==> src/rtl/clk_div_pkg.sv <==
// Shared types and helpers for the clk_div_bank divider bank.
package clk_div_pkg;

    localparam int DEF_CNT_W = 8;

    typedef logic [DEF_CNT_W-1:0] div_t;

    localparam div_t DIV_DISABLE = '0;

    // A divisor of 1 cannot produce a toggling output, so it runs as /2.
    function automatic div_t norm_div(input div_t d);
        return (d == div_t'(1)) ? div_t'(2) : d;
    endfunction

endpackage

==> src/rtl/clk_div_chan.sv <==
// One divider channel: counter, shadow divisor, apply-at-wrap logic and
// registered outputs. The tick output exists only when CLK_DIV_TICK_EN
// is defined.
module clk_div_chan
    import clk_div_pkg::*;
#(
    parameter int CNT_W     = DEF_CNT_W,
    parameter int RESET_DIV = 2
) (
    input  logic             i_clk,
    input  logic             i_reset,
    input  logic             i_sync,
    input  logic             i_wr,
    input  logic [CNT_W-1:0] i_div,
    output logic             o_pend,
    output logic             o_div_out
`ifdef CLK_DIV_TICK_EN
    , output logic           o_tick
`endif
);

    logic [CNT_W-1:0] r_cnt;
    logic [CNT_W-1:0] r_dact;
    logic [CNT_W-1:0] r_dpend;
    logic             r_pend;
    logic             r_out;

    logic [CNT_W-1:0] w_div_norm;
    logic [CNT_W-1:0] w_half;
    logic             w_dis;
    logic             w_wrap;
    logic             w_acc;

    generate
        if (CNT_W == DEF_CNT_W) begin : g_pkg_norm
            assign w_div_norm = norm_div(i_div);
        end else begin : g_local_norm
            assign w_div_norm = (i_div == CNT_W'(1)) ? CNT_W'(2) : i_div;
        end
    endgenerate

    assign w_dis  = (r_dact == CNT_W'(DIV_DISABLE));
    assign w_half = r_dact >> 1;
    // d_act is never 1, so any non-zero divisor here is at least 2.
    assign w_wrap = !w_dis && (r_cnt == (r_dact - CNT_W'(1)));
    assign w_acc  = i_wr && !r_pend;

    // Counter, active divisor, pending flag and divided output.
    always_ff @(posedge i_clk or posedge i_reset) begin
        if (i_reset) begin
            r_cnt  <= '0;
            r_dact <= CNT_W'(RESET_DIV);
            r_pend <= 1'b0;
            r_out  <= 1'b0;
        end else if (i_sync) begin
            r_cnt <= '0;
            r_out <= 1'b0;
            if (r_pend)
                r_dact <= r_dpend;
            // Clears a pending divisor just applied, or holds a write
            // accepted on this same edge (only possible when none pending).
            r_pend <= w_acc;
        end else begin
            if (w_dis) begin
                r_cnt <= '0;
                r_out <= 1'b0;
            end else begin
                r_cnt <= w_wrap ? '0 : r_cnt + CNT_W'(1);
                r_out <= (r_cnt < w_half);
            end
            if (r_pend && (w_wrap || w_dis)) begin
                r_dact <= r_dpend;
                r_pend <= 1'b0;
                r_cnt  <= '0;
            end else if (w_acc) begin
                r_pend <= 1'b1;
            end
        end
    end

    // Shadow divisor is pure data, captured only on an accepted write.
    always_ff @(posedge i_clk) begin
        if (w_acc)
            r_dpend <= w_div_norm;
    end

`ifdef CLK_DIV_TICK_EN
    logic r_tick;

    // One-cycle pulse marking the start of each output period.
    always_ff @(posedge i_clk or posedge i_reset) begin
        if (i_reset)
            r_tick <= 1'b0;
        else if (i_sync)
            r_tick <= 1'b0;
        else
            r_tick <= w_wrap;
    end

    assign o_tick = r_tick;
`endif

    assign o_pend    = r_pend;
    assign o_div_out = r_out;

endmodule

==> src/rtl/clk_div_bank.sv <==
// Bank of NUM_CH runtime-programmable integer clock dividers with
// glitch-free divisor updates and a global phase-restart input.
// Define CLK_DIV_TICK_EN to add the per-channel tick outputs.
module clk_div_bank
    import clk_div_pkg::*;
#(
    parameter int NUM_CH    = 4,
    parameter int CNT_W     = DEF_CNT_W,
    parameter int RESET_DIV = 2,
    localparam int CH_W     = (NUM_CH > 1) ? $clog2(NUM_CH) : 1
) (
    input  logic              clk,
    input  logic              reset,
    input  logic              sync,
    input  logic              cfg_valid,
    output logic              cfg_ready,
    input  logic [CH_W-1:0]   cfg_ch,
    input  logic [CNT_W-1:0]  cfg_div,
    output logic [NUM_CH-1:0] div_out
`ifdef CLK_DIV_TICK_EN
    , output logic [NUM_CH-1:0] tick
`endif
);

    logic [NUM_CH-1:0] w_pend;
    logic [NUM_CH-1:0] w_wr;

    generate
        for (genvar i = 0; i < NUM_CH; i++) begin : g_chan
            assign w_wr[i] = cfg_valid && (cfg_ch == CH_W'(i));

            clk_div_chan #(
                .CNT_W     (CNT_W),
                .RESET_DIV (RESET_DIV)
            ) u_chan (
                .i_clk     (clk),
                .i_reset   (reset),
                .i_sync    (sync),
                .i_wr      (w_wr[i]),
                .i_div     (cfg_div),
                .o_pend    (w_pend[i]),
                .o_div_out (div_out[i])
`ifdef CLK_DIV_TICK_EN
                , .o_tick  (tick[i])
`endif
            );
        end
    endgenerate

    // Ready reflects the addressed channel's pending flag; an address
    // beyond NUM_CH is never ready.
    always_comb begin
        cfg_ready = 1'b0;
        for (int i = 0; i < NUM_CH; i++) begin
            if (cfg_ch == CH_W'(i))
                cfg_ready = !w_pend[i];
        end
    end

endmodule

==> config.mk <==
export PLATFORM = sky130hd
export DESIGN_NAME = clk_div_bank
export DESIGN_NICKNAME = d
export VERILOG_FILES = /design/src/rtl/clk_div_pkg.sv /design/src/rtl/clk_div_chan.sv /design/src/rtl/clk_div_bank.sv
export SDC_FILE = /design/constraint.sdc
export NUM_CORES = 1
export LEC_CHECK = 0
export CAP_MARGIN = 15
export CORE_MARGIN = 2
export CORE_UTILIZATION = 43
export CTS_BUF_LIST = sky130_fd_sc_hd__clkbuf_8
export DETAILED_ROUTE_END_ITERATION = 10
export GPL_TIMING_DRIVEN = 0
export PLACE_DENSITY_LB_ADDON = 0.25
export REMOVE_ABC_BUFFERS = 1
export SETUP_SLACK_MARGIN = 0.5
export SLEW_MARGIN = 40
export SYNTH_ARGS = -nofsm -noshare
export SYNTH_HDL_FRONTEND = slang
export SYNTH_SLANG_ARGS = --single-unit
==> constraint.sdc <==
create_clock -name clk -period 6.7 [get_ports clk]
set_input_delay 1.34 -clock clk [delete_from_list [all_inputs] [get_ports clk]]
set_output_delay 1.34 -clock clk [all_outputs]
set_load 0.01 [all_outputs]
Yosys cells after proc, flatten, opt, wreduce, memory -nomap -nowiden
Index checks and enable logic that the tools add are counted.

storage, ports and cells
  input bits = 14
  flip-flop bits (word level) = 104
  logic and storage cells = 142

cells by class
  $add $sub $neg = 8
  multiplexer cells = 53
  reductions and logical operators = 45
  order comparisons = 4
  equality and inequality tests = 12

operator list
  kind                                                   number
  2-to-1 mux 8 bit                                       29
  adder 8 x 1 -> 8 bit, second input constant            4
  equality test 8 bit                                    4
  zero test 8 bit                                        4
  < comparator 8 x 7 -> 1 bit                            4
  subtractor 8 x 1 -> 8 bit, second input constant       4
  2-to-1 mux 1 bit                                       24
  logical AND 1 bit                                      16
  nonzero test 3 bit                                     4
  equality test 8 x 1 -> 1 bit, second input constant    1
  zero test 1 bit                                        8
  inequality test 2 x 1 -> 1 bit, second input constant  4
  AND reduction 2 bit                                    4
  nonzero test 2 bit                                     4
  equality test 2 bit, second input constant             2
  logical OR 1 bit                                       4
  equality test 2 x 1 -> 1 bit, second input constant    1
  zero test 2 bit                                        1

Longest topological paths before layout
Gate-level depths: netlist of run 1.

  depth after elaboration = 7
  gate-level depth with buffers = 10
  mapped depth without buffers = 8

Hierarchy
Synthesis of run 1 repeated with hierarchy kept, for this count alone.

second synthesis, totals
  cell total of the unflattened synthesis = 551
  area, all modules = 5,844.4 sq um

modules (own cells, without submodules)
  module        area an instance (sq um)  times used  seq. area each (sq um)  cells an instance
  clk_div_chan  1,446.4                   4           691.9                   136
  clk_div_bank  58.8                      1           0.0                     7

Worst setup path before layout of run 1
Ideal clock, no wire load.

  path type = in2out
  from = input port cfg_ch[0]
  to = output port cfg_ready
  cell stages on the path = 2
  data arrival time = 1.901 ns
  setup slack = 3.459 ns
  path buffers = 0
  cell sequence = mux4_2 > inv_1

on the way
  word-level cells in the longest chain between the ends = 5
  elaborated cells between the ends (all ways) = 8
  those cells by class = eq/ne: 3; mux: 4; reduce/logical: 1

ends and longest elaborated chain
  what                            RTL line            RTL
  start: declaration              clk_div_bank.sv:17  input logic [CH_W-1:0] cfg_ch,
  zero test 2 bit                 clk_div_bank.sv:55  if (cfg_ch == CH_W'(i))
  2-to-1 mux 1 bit (3 in series)  clk_div_bank.sv:55
  2-to-1 mux 1 bit (*)            clk_div_bank.sv:55
  end: declaration                clk_div_bank.sv:16  output logic cfg_ready,

Every way passes the cells marked *; elsewhere a longest branch is shown, timed or not.

Worst setup path in the final report of run 1
Same ends and word-level chain as after synthesis.

==> results.md, run 1 <==
* Final Instance Area at between 6000 and 7000 µm²
* Initial Util at 43.6%
* Number of unique standard cell types used by synthesis at 62
* Port Buffer Count at 18
* Synthesis Warnings at 0
* Fin nets at 574
* Clock Sinks at 104
* CP Cell Sequence: clkdlybuf4s50_1 -> mux4_2 -> inv_1 -> clkdlybuf4s50_1
* Most common cell in the synthesized netlist: dfrtp_1
* Syn Area/Cell at about 11 µm²
* Setup CP Type: primary input to output port
* Adder-Cell Fraction of Synth Area at under 10%
* Die Wd at 119 µm
* Placed Instance Area at 6060 µm²
* Count of state elements after synthesis at 104
* Rel. slew slack at 54.4%
* P per Cell Area at 355 nW/µm²
* Top cells by instance count after synthesis: dfrtp_1 (68), nor2_1 (41), inv_1 (39)
* Mux share of post-synthesis cell area at 3.55%
* CTS max path bufs at 2
* Mapped Area at 5700 µm²
* Vias at 3,735
* Family with the most delay on the worst path: buffers and inverters
* Post-Synth XOR/XNOR Area at 9.83%
* Grt total ovfl at 0
* Reg2Reg Setup Slack at between 3000 and 4000 ps
* IO Pins at 19
* Crit share post-route at 67.1%
* Slew Viols, Final at 0
* Later-pin clock latency in the skew report at 370 ps
* Fin crit period at 4500 ps
* Largest net degree at the start of global routing at 53
* Wire length per cell at 15.0 µm
* Reg clk slew, reported paths at 100 ps
* Finish-stage setup viols at 0
* DRC at 0
* Compound-Gate Fraction of Synth Area at between 10% and 20%
* Post-Synthesis Cells at roughly 520
* Power, Total at about 2.2 mW
* DRT iter0 DRCs at 159
* Ys async rst share at 69.2%
* Maximum clock rate at 222 MHz
* Post-Route WL at between 10,000 and 15,000 µm
* Max_cap viols at 0
* Die Y-Extent at between 100 and 150 µm
* Antenna-violating nets left at 0
* Root buf cell: clkbuf_8
* Setup TNS Final at 0 ps
* RSZ-0062 raised after global routing: no
* Resized Gates After CTS at 0
* CP max FO at 4
* Status: finished, final reports clean
* Synth top area cells: dfrtp_1 (30%), edfxtp_1 (17%), ha_1 (7.9%), xor2_1 (5.7%), xnor2_1 (4.1%)
* Final Wtd Congestion at 0.777
* Antenna violations before repair at 0
* Area growth from synthesis to layout at 9.70%
* GRT Util Overall at 16.0%
* Crit path capture type: output port
* Vias in the first global route at around 3.7k
* Diodes inserted at 0
* Sequential share of the synthesized area at 48.5%
* CTS tree: done
* Ratio of cells with drive above 1 in the final layout at ~7.8%
* Worst path buffer plus inverter count at 3
* Final Hold Fails at 0
* Maximum vdd drop at 0.151 mV
* Die area at 14,200 µm²
* Hold slack at roughly 460 ps
* Worst endpoint data arrival time at 3160 ps
* Hold Buf Count CTS at 0
* Synth Flop Type: dfrtp_1
* Number of synthesized flops with an enable pin at 32
* First-pass GRT wire length at 18,100 µm
* Synth top area share at 29.8%
* Largest stage delay, worst path at 640 ps
* Slowest stage cell, crit path: clkdlybuf4s50_1
* WP data required at 5360 ps
* Hold/Removal Path Class: flop to flop
* Startpoint class of the critical path: primary input
* Core Area at 13,100 µm²
* Simple-gate share of the synthesized area at between 10% and 20%
* Site Rows at 42
* Final setup skew at 7.83 ps
* Cell mode on critical path: clkdlybuf4s50_1
* Vias per cell at 5.30
* Setup bufs post-CTS at 0
* Total CTS buffers at 9
* Pre-antenna DRT Iters at 5
* H-tree levels at 3
* Largest family of logic cells by synthesized area: simple AND/OR/NAND/NOR gates
* P_leak at 2.74 nW
* Post-synth top area cell: dfrtp_1
* Worst slew pin tran at 680 ps
* DPL Wire Length at 7790 µm
path summary, 6_finish.rpt:
path	from	to	cells past startpoint
worst max-delay path	cfg_ch[0]	cfg_ready	4
worst min register to register	g_chan[3].u_chan.r_dpend[5]	g_chan[3].u_chan.r_dact[5]	1
worst min-delay path	g_chan[3].u_chan.r_dpend[5]	g_chan[3].u_chan.r_dact[5]	1
max in group asynchronous	reset	g_chan[0].u_chan.r_dact[1]	3
worst max register to register	g_chan[0].u_chan.r_dact[1]	g_chan[0].u_chan.r_dact[7]	7
min in group asynchronous	reset	g_chan[2].u_chan.r_cnt[7]	2
logic make-up after synthesis:
logic type	count (synthesis)
multiplexers	17
AND/OR/NAND/NOR	147
flip-flops	104
AO/OA/AOI/OAI	86
buffers and inverters	62
adder cells (fa/ha/maj)	36
XOR/XNOR	64
final cells by class:
cell class	count	area, µm²
clock inverter	7	71.3
timing repair buffer	20	213
tap	176	220
fill	1192	6830
inverter	39	151
multi-input combinational	350	2710
sequential	104	2770
clock buffer	9	124
worst reg2reg max path: cells and delay by family, from the launching register on:
kind | cells | cell delay, ps
flip-flops | 1 | 580
adder cells (fa/ha/maj) | 1 | 260
AND/OR/NAND/NOR | 3 | 1110
AO/OA/AOI/OAI | 2 | 770
buffers and inverters | 1 | 80
cell usage in the layout, fill, tap and decap left out, types with 3 or more instances in the layout:
| cell | instances |
|---|---|
| a32o_1 | 6 |
| and2_1 | 5 |
| o2111ai_1 | 4 |
| o21a_1 | 3 |
| mux2_2 | 3 |
| a31oi_1 | 5 |
| o21ai_1 | 8 |
| edfxtp_1 | 32 |
| xnor2_1 | 27 |
| nand3_1 | 31 |
| nor3_1 | 13 |
| dfstp_2 | 4 |
| nand2_1 | 17 |
| o21ai_0 | 4 |
| dfrtp_1 | 68 |
| a41oi_1 | 3 |
| clkbuf_8 | 9 |
| nor4_1 | 3 |
| a21o_1 | 17 |
| nor2_1 | 41 |
| nand2b_1 | 7 |
| and3_1 | 14 |
| a22o_1 | 4 |
| ha_1 | 36 |
| mux2_1 | 13 |
| inv_1 | 39 |
| xor2_1 | 37 |
| clkdlybuf4s50_1 | 18 |
| a21oi_1 | 9 |
routing by layer:
layer,GRT usage (%),vias up,share of wire [%]
met2,25.3,48,47
met5,0,-,0
met1,22.5,1836,48
li1,-,1844,-
met3,2.54,7,3.3
met4,5.88,0,1.2
report_power, final:
part,switching (mW),internal [mW]
clock network,0.218,0.173
registers,0.205,0.790
logic,0.424,0.414
total,0.846,1.38
metrics by stage:
step / setup slack, ps / utilization [%] / cells
2_1_floorplan: 3460 / - / 493
3_3_place_gp: 2270 / 45.8 / 687
3_5_place_dp: 2180 / 46.3 / 689
4_1_cts: 2170 / 47.8 / 705
5_1_grt: 2160 / 47.8 / 705
6_report: 2200 / 47.8 / 705
sequential cells by signal, summed over array words and instances (netlist names):
| register | count |
|---|---|
| g_chan.u_chan.r_dact | 32 |
| g_chan.u_chan.r_cnt | 32 |
| g_chan.u_chan.r_dpend | 32 |
| g_chan.u_chan.o_pend | 4 |
| g_chan.u_chan.o_div_out | 4 |
Power figures use the tool's default switching activity.
==> run 2, diff against run 1 <==
Clock period 6.7 ns to 4.25 ns, I/O delays scaled along.
==> results of run 2 <==
Same layout as run 1 (identical final DEF). Status: finished, final reports clean.
Among the figures that moved: setup slack after placement 2180 ps -> 706 ps; setup slack after layout 2200 ps -> 735 ps; register-to-register setup slack 3840 ps -> 1390 ps; total power 2.22 mW -> 3.50 mW; worst IR drop on VDD 0.151 mV -> 0.239 mV
==> run 3, diff against run 2 <==
Clock period 4.25 ns to 3 ns, I/O delays scaled along.
==> run 3 against run 2 <==
Against the previous run: worst setup slack lost 120 ps; count of clock-buffer cells in the layout is the same; combinational power up 51%; clock skew grew 1.7 ps; sequential power increased by 40%; non-clock buffer count increased by 12; first-iteration DRC count up 12%; hold slack improved by 1.9 ps; cell count rose by 1.7%; sequential share of layout area shrank 0.84 points; critical path depth increased by 4; flip-flop and latch count stayed put; critical path type is now flop to flop; largest cell class unchanged; highest routed layer unchanged.
==> results.md, run 3 (same netlist as run 1, synthesis figures left out) <==
* Area growth from synthesis to layout at 12.0% (was 9.70%)
* Final setup skew at 9.57 ps (was 7.83 ps)
* Slowest stage cell, crit path: dfstp_2 (was clkdlybuf4s50_1)
* Grt met1 use at 22.9% (was 22.5%)
* Pre-antenna DRT Iters at 4 (was 5)
* Top flop regs: g_chan.u_chan.r_cnt (32), g_chan.u_chan.r_dact (32), g_chan.u_chan.r_dpend (32) (unchanged)
* Die Wd at 119 µm (unchanged)
* Total CTS buffers at 9 (unchanged)
* IO Pins at 19 (unchanged)
* Worst slew pin tran at 677 ps (was 680 ps)
* H-tree levels at 3 (unchanged)
* Rel. slew slack at 54.6% (was 54.4%)
* Reg clk slew, reported paths at 100 ps (about the same)
* Most frequent cells in the layout: dfrtp_1 (64), nor2_1 (41), inv_1 (39), xor2_1 (37), ha_1 (35) (was dfrtp_1 (68), nor2_1 (41), inv_1 (39), xor2_1 (37), ha_1 (36))
* Later-pin clock latency in the skew report at 380 ps (was 370 ps)
* Ratio of cells with drive above 1 in the final layout at 11.8% (was 7.75%)
* First-pass GRT wire length at 18,300 µm (was 18,100 µm)
* GRT Util Overall at 16.2% (was 16.0%)
* Largest stage delay, worst path at 540 ps (was 640 ps)
* Pre-CTS setup slack at -43.9 ps (was 706 ps)
* Filler cells at 1,187 (was 1,192)
* Fin crit period at ~2400 ps
* Met2 usage at 25.5% (was 25.3%)
* Startpoint class of the critical path: flop (was primary input)
* Die Y-Extent at 119 µm (unchanged)
* Crit share post-route at between 70% and 80%
* Antenna violations before repair at 0 (unchanged)
* P_leak at 2.81 nW (was 2.74 nW)
* Fin nets at 586 (was 574)
* Largest net degree at the start of global routing at 53 (unchanged)
* CP max FO at 5 (was 4)
* Die area at 14,200 µm² (unchanged)
* Power, Total at 5.07 mW (was 3.50 mW)
* GR met3 Demand/Resource at 2.54% (unchanged)
* Finish-stage setup viols at 0 (unchanged)
* Global routing's busiest layer: met2 (unchanged)
* Final Wtd Congestion at 0.777 (unchanged)
* Diodes inserted at 0 (unchanged)
* CP Cell Sequence: inv_1 -> ha_1 -> xor2_1 -> o211ai_1 -> or3_4 -> nor3_4 -> o2111ai_2 -> a32o_1 (was clkdlybuf4s50_1 -> mux4_2 -> inv_1 -> clkdlybuf4s50_1)
* Status: finished, final reports clean (unchanged)
* Max_cap viols at 0 (unchanged)
* Vias in the first global route at 3,716 (was 3,673)
* CTS tree: done (unchanged)
* Slew Viols, Final at 0 (unchanged)
* P per Cell Area at 794 nW/µm² (was 560 nW/µm²)
* Post-Route WL at 10,800 µm (was 10,600 µm)
* DRC at 0 (unchanged)
* Site Rows at 42 (unchanged)
* Setup TNS Final at 0 ps (unchanged)
* Grt total ovfl at 0 (unchanged)
* Setup CP Type: flop to flop (was primary input to output port)
* Maximum vdd drop at 0.339 mV (was 0.239 mV)
* Worst endpoint data arrival time at 2650 ps (was 2670 ps)
* Initial Util at 43.6% (unchanged)
* DPL Wire Length at 7790 µm (unchanged)
* Vias per cell at 5.27 (was 5.30)
* Wire length per cell at 15.1 µm (was 15.0 µm)
* Antenna-violating nets left at 0 (unchanged)
* Setup ws final at 613 ps (was 735 ps)
* CTS max path bufs at 2 (unchanged)
* Family with the most delay on the worst path: compound AO/OA/AOI/OAI gates (was buffers and inverters)
* Maximum clock rate at between 400 and 500 MHz
* DRT iter0 DRCs at 178 (was 159)
* Port Buffer Count at 18 (unchanged)
* Root buf cell: clkbuf_8 (unchanged)
* RSZ-0062 raised after global routing: no (unchanged)
* Most common cell after layout, fill and taps aside: dfrtp_1 (unchanged)
* Final Hold Fails at 0 (unchanged)
* Crit path capture type: flop (was output port)
* Core Area at 13,100 µm² (unchanged)
* Clock Sinks at 104 (unchanged)
* Vias at 3,777 (was 3,735)
* Worst path buffer plus inverter count at 1 (was 3)
* Hold/Removal Path Class: flop to flop (unchanged)
* Final core occ at 48.8% (was 47.8%)
* WP data required at 3260 ps (was 3400 ps)
==> run 3: cell types whose count changed in the layout (fill, tap and decap cells not counted), moves of 3 or more <==
| cell | delta |
|---|---|
| buf_4 | +10 |
| clkdlybuf4s50_1 | -3 |
| dfrtp_1 | -4 |
| dfrtp_2 | +4 |
==> run 3: worst paths after layout <==
check / start / to / slack [ps] / cells after the start
max: g_chan[2].u_chan.r_dact[1] / g_chan[2].u_chan.r_dact[6] / 610 / 8
min: g_chan[3].u_chan.r_dpend[5] / g_chan[3].u_chan.r_dact[5] / 460 / 1
max reg2reg: g_chan[2].u_chan.r_dact[1] / g_chan[2].u_chan.r_dact[6] / 610 / 8
min reg2reg: g_chan[3].u_chan.r_dpend[5] / g_chan[3].u_chan.r_dact[5] / 460 / 1
max in group asynchronous: reset / g_chan[1].u_chan.r_dact[1] / 1910 / 3
min in group asynchronous: reset / g_chan[2].u_chan.r_cnt[7] / 520 / 2
==> run 3: final cells by class <==
class	instances	area, µm²	share of cell area, %
Sequential cell	104	2770	43.4
Clock inverter	7	71.3	1.12
Multi-Input combinational cell	350	2750	43.0
Clock buffer	9	124	1.94
Inverter	39	151	2.37
Tap cell	176	220	3.45
Timing Repair Buffer	32	300	4.70
==> run 3: what timing repair did <==
action / CTS / global route
setup buffers: 4 / 7
pin swaps: 3 / 2
gates cloned: 0 / 1
endpoints found under the setup margin: 25 / 25
gates resized for setup: 9 / 12
hold buffers: 0 / 0
==> run 3: per-stage QoR <==
step | cell area (µm²) | hold slack [ps] | std cells
after floorplan | 5590 | 432 | 493
after global placement | 5990 | 436 | 687
after detailed placement | 6060 | 446 | 689
after CTS | 6310 | 468 | 709
after global routing | 6390 | 489 | 717
final | 6390 | 464 | 717
==> run 3: worst reg2reg max path: cells and delay by family (launching register included) <==
family	cells	cell delay [ps]
XOR/XNOR	1	170
flip-flops	1	540
adder cells (fa/ha/maj)	1	280
AND/OR/NAND/NOR	2	610
AO/OA/AOI/OAI	3	630
buffers and inverters	1	50
==> run 3: power breakdown <==
part / switching (mW) / total, mW / internal [mW] / leakage (nW)
Clock: 0.489 / 0.875 / 0.386 / 0.0970
Sequential: 0.437 / 2.20 / 1.77 / 1.21
Combinational: 1.02 / 1.99 / 0.976 / 1.51
Total: 1.94 / 5.07 / 3.13 / 2.81
==> run 3: routing by layer <==
metal	part of all wire, %	up-vias	wire (µm)
met5	0	-	0
met4	1.5	0	158
li1	-	1868	-
met3	3.3	12	355
met1	48	1849	5250
met2	47	48	5060
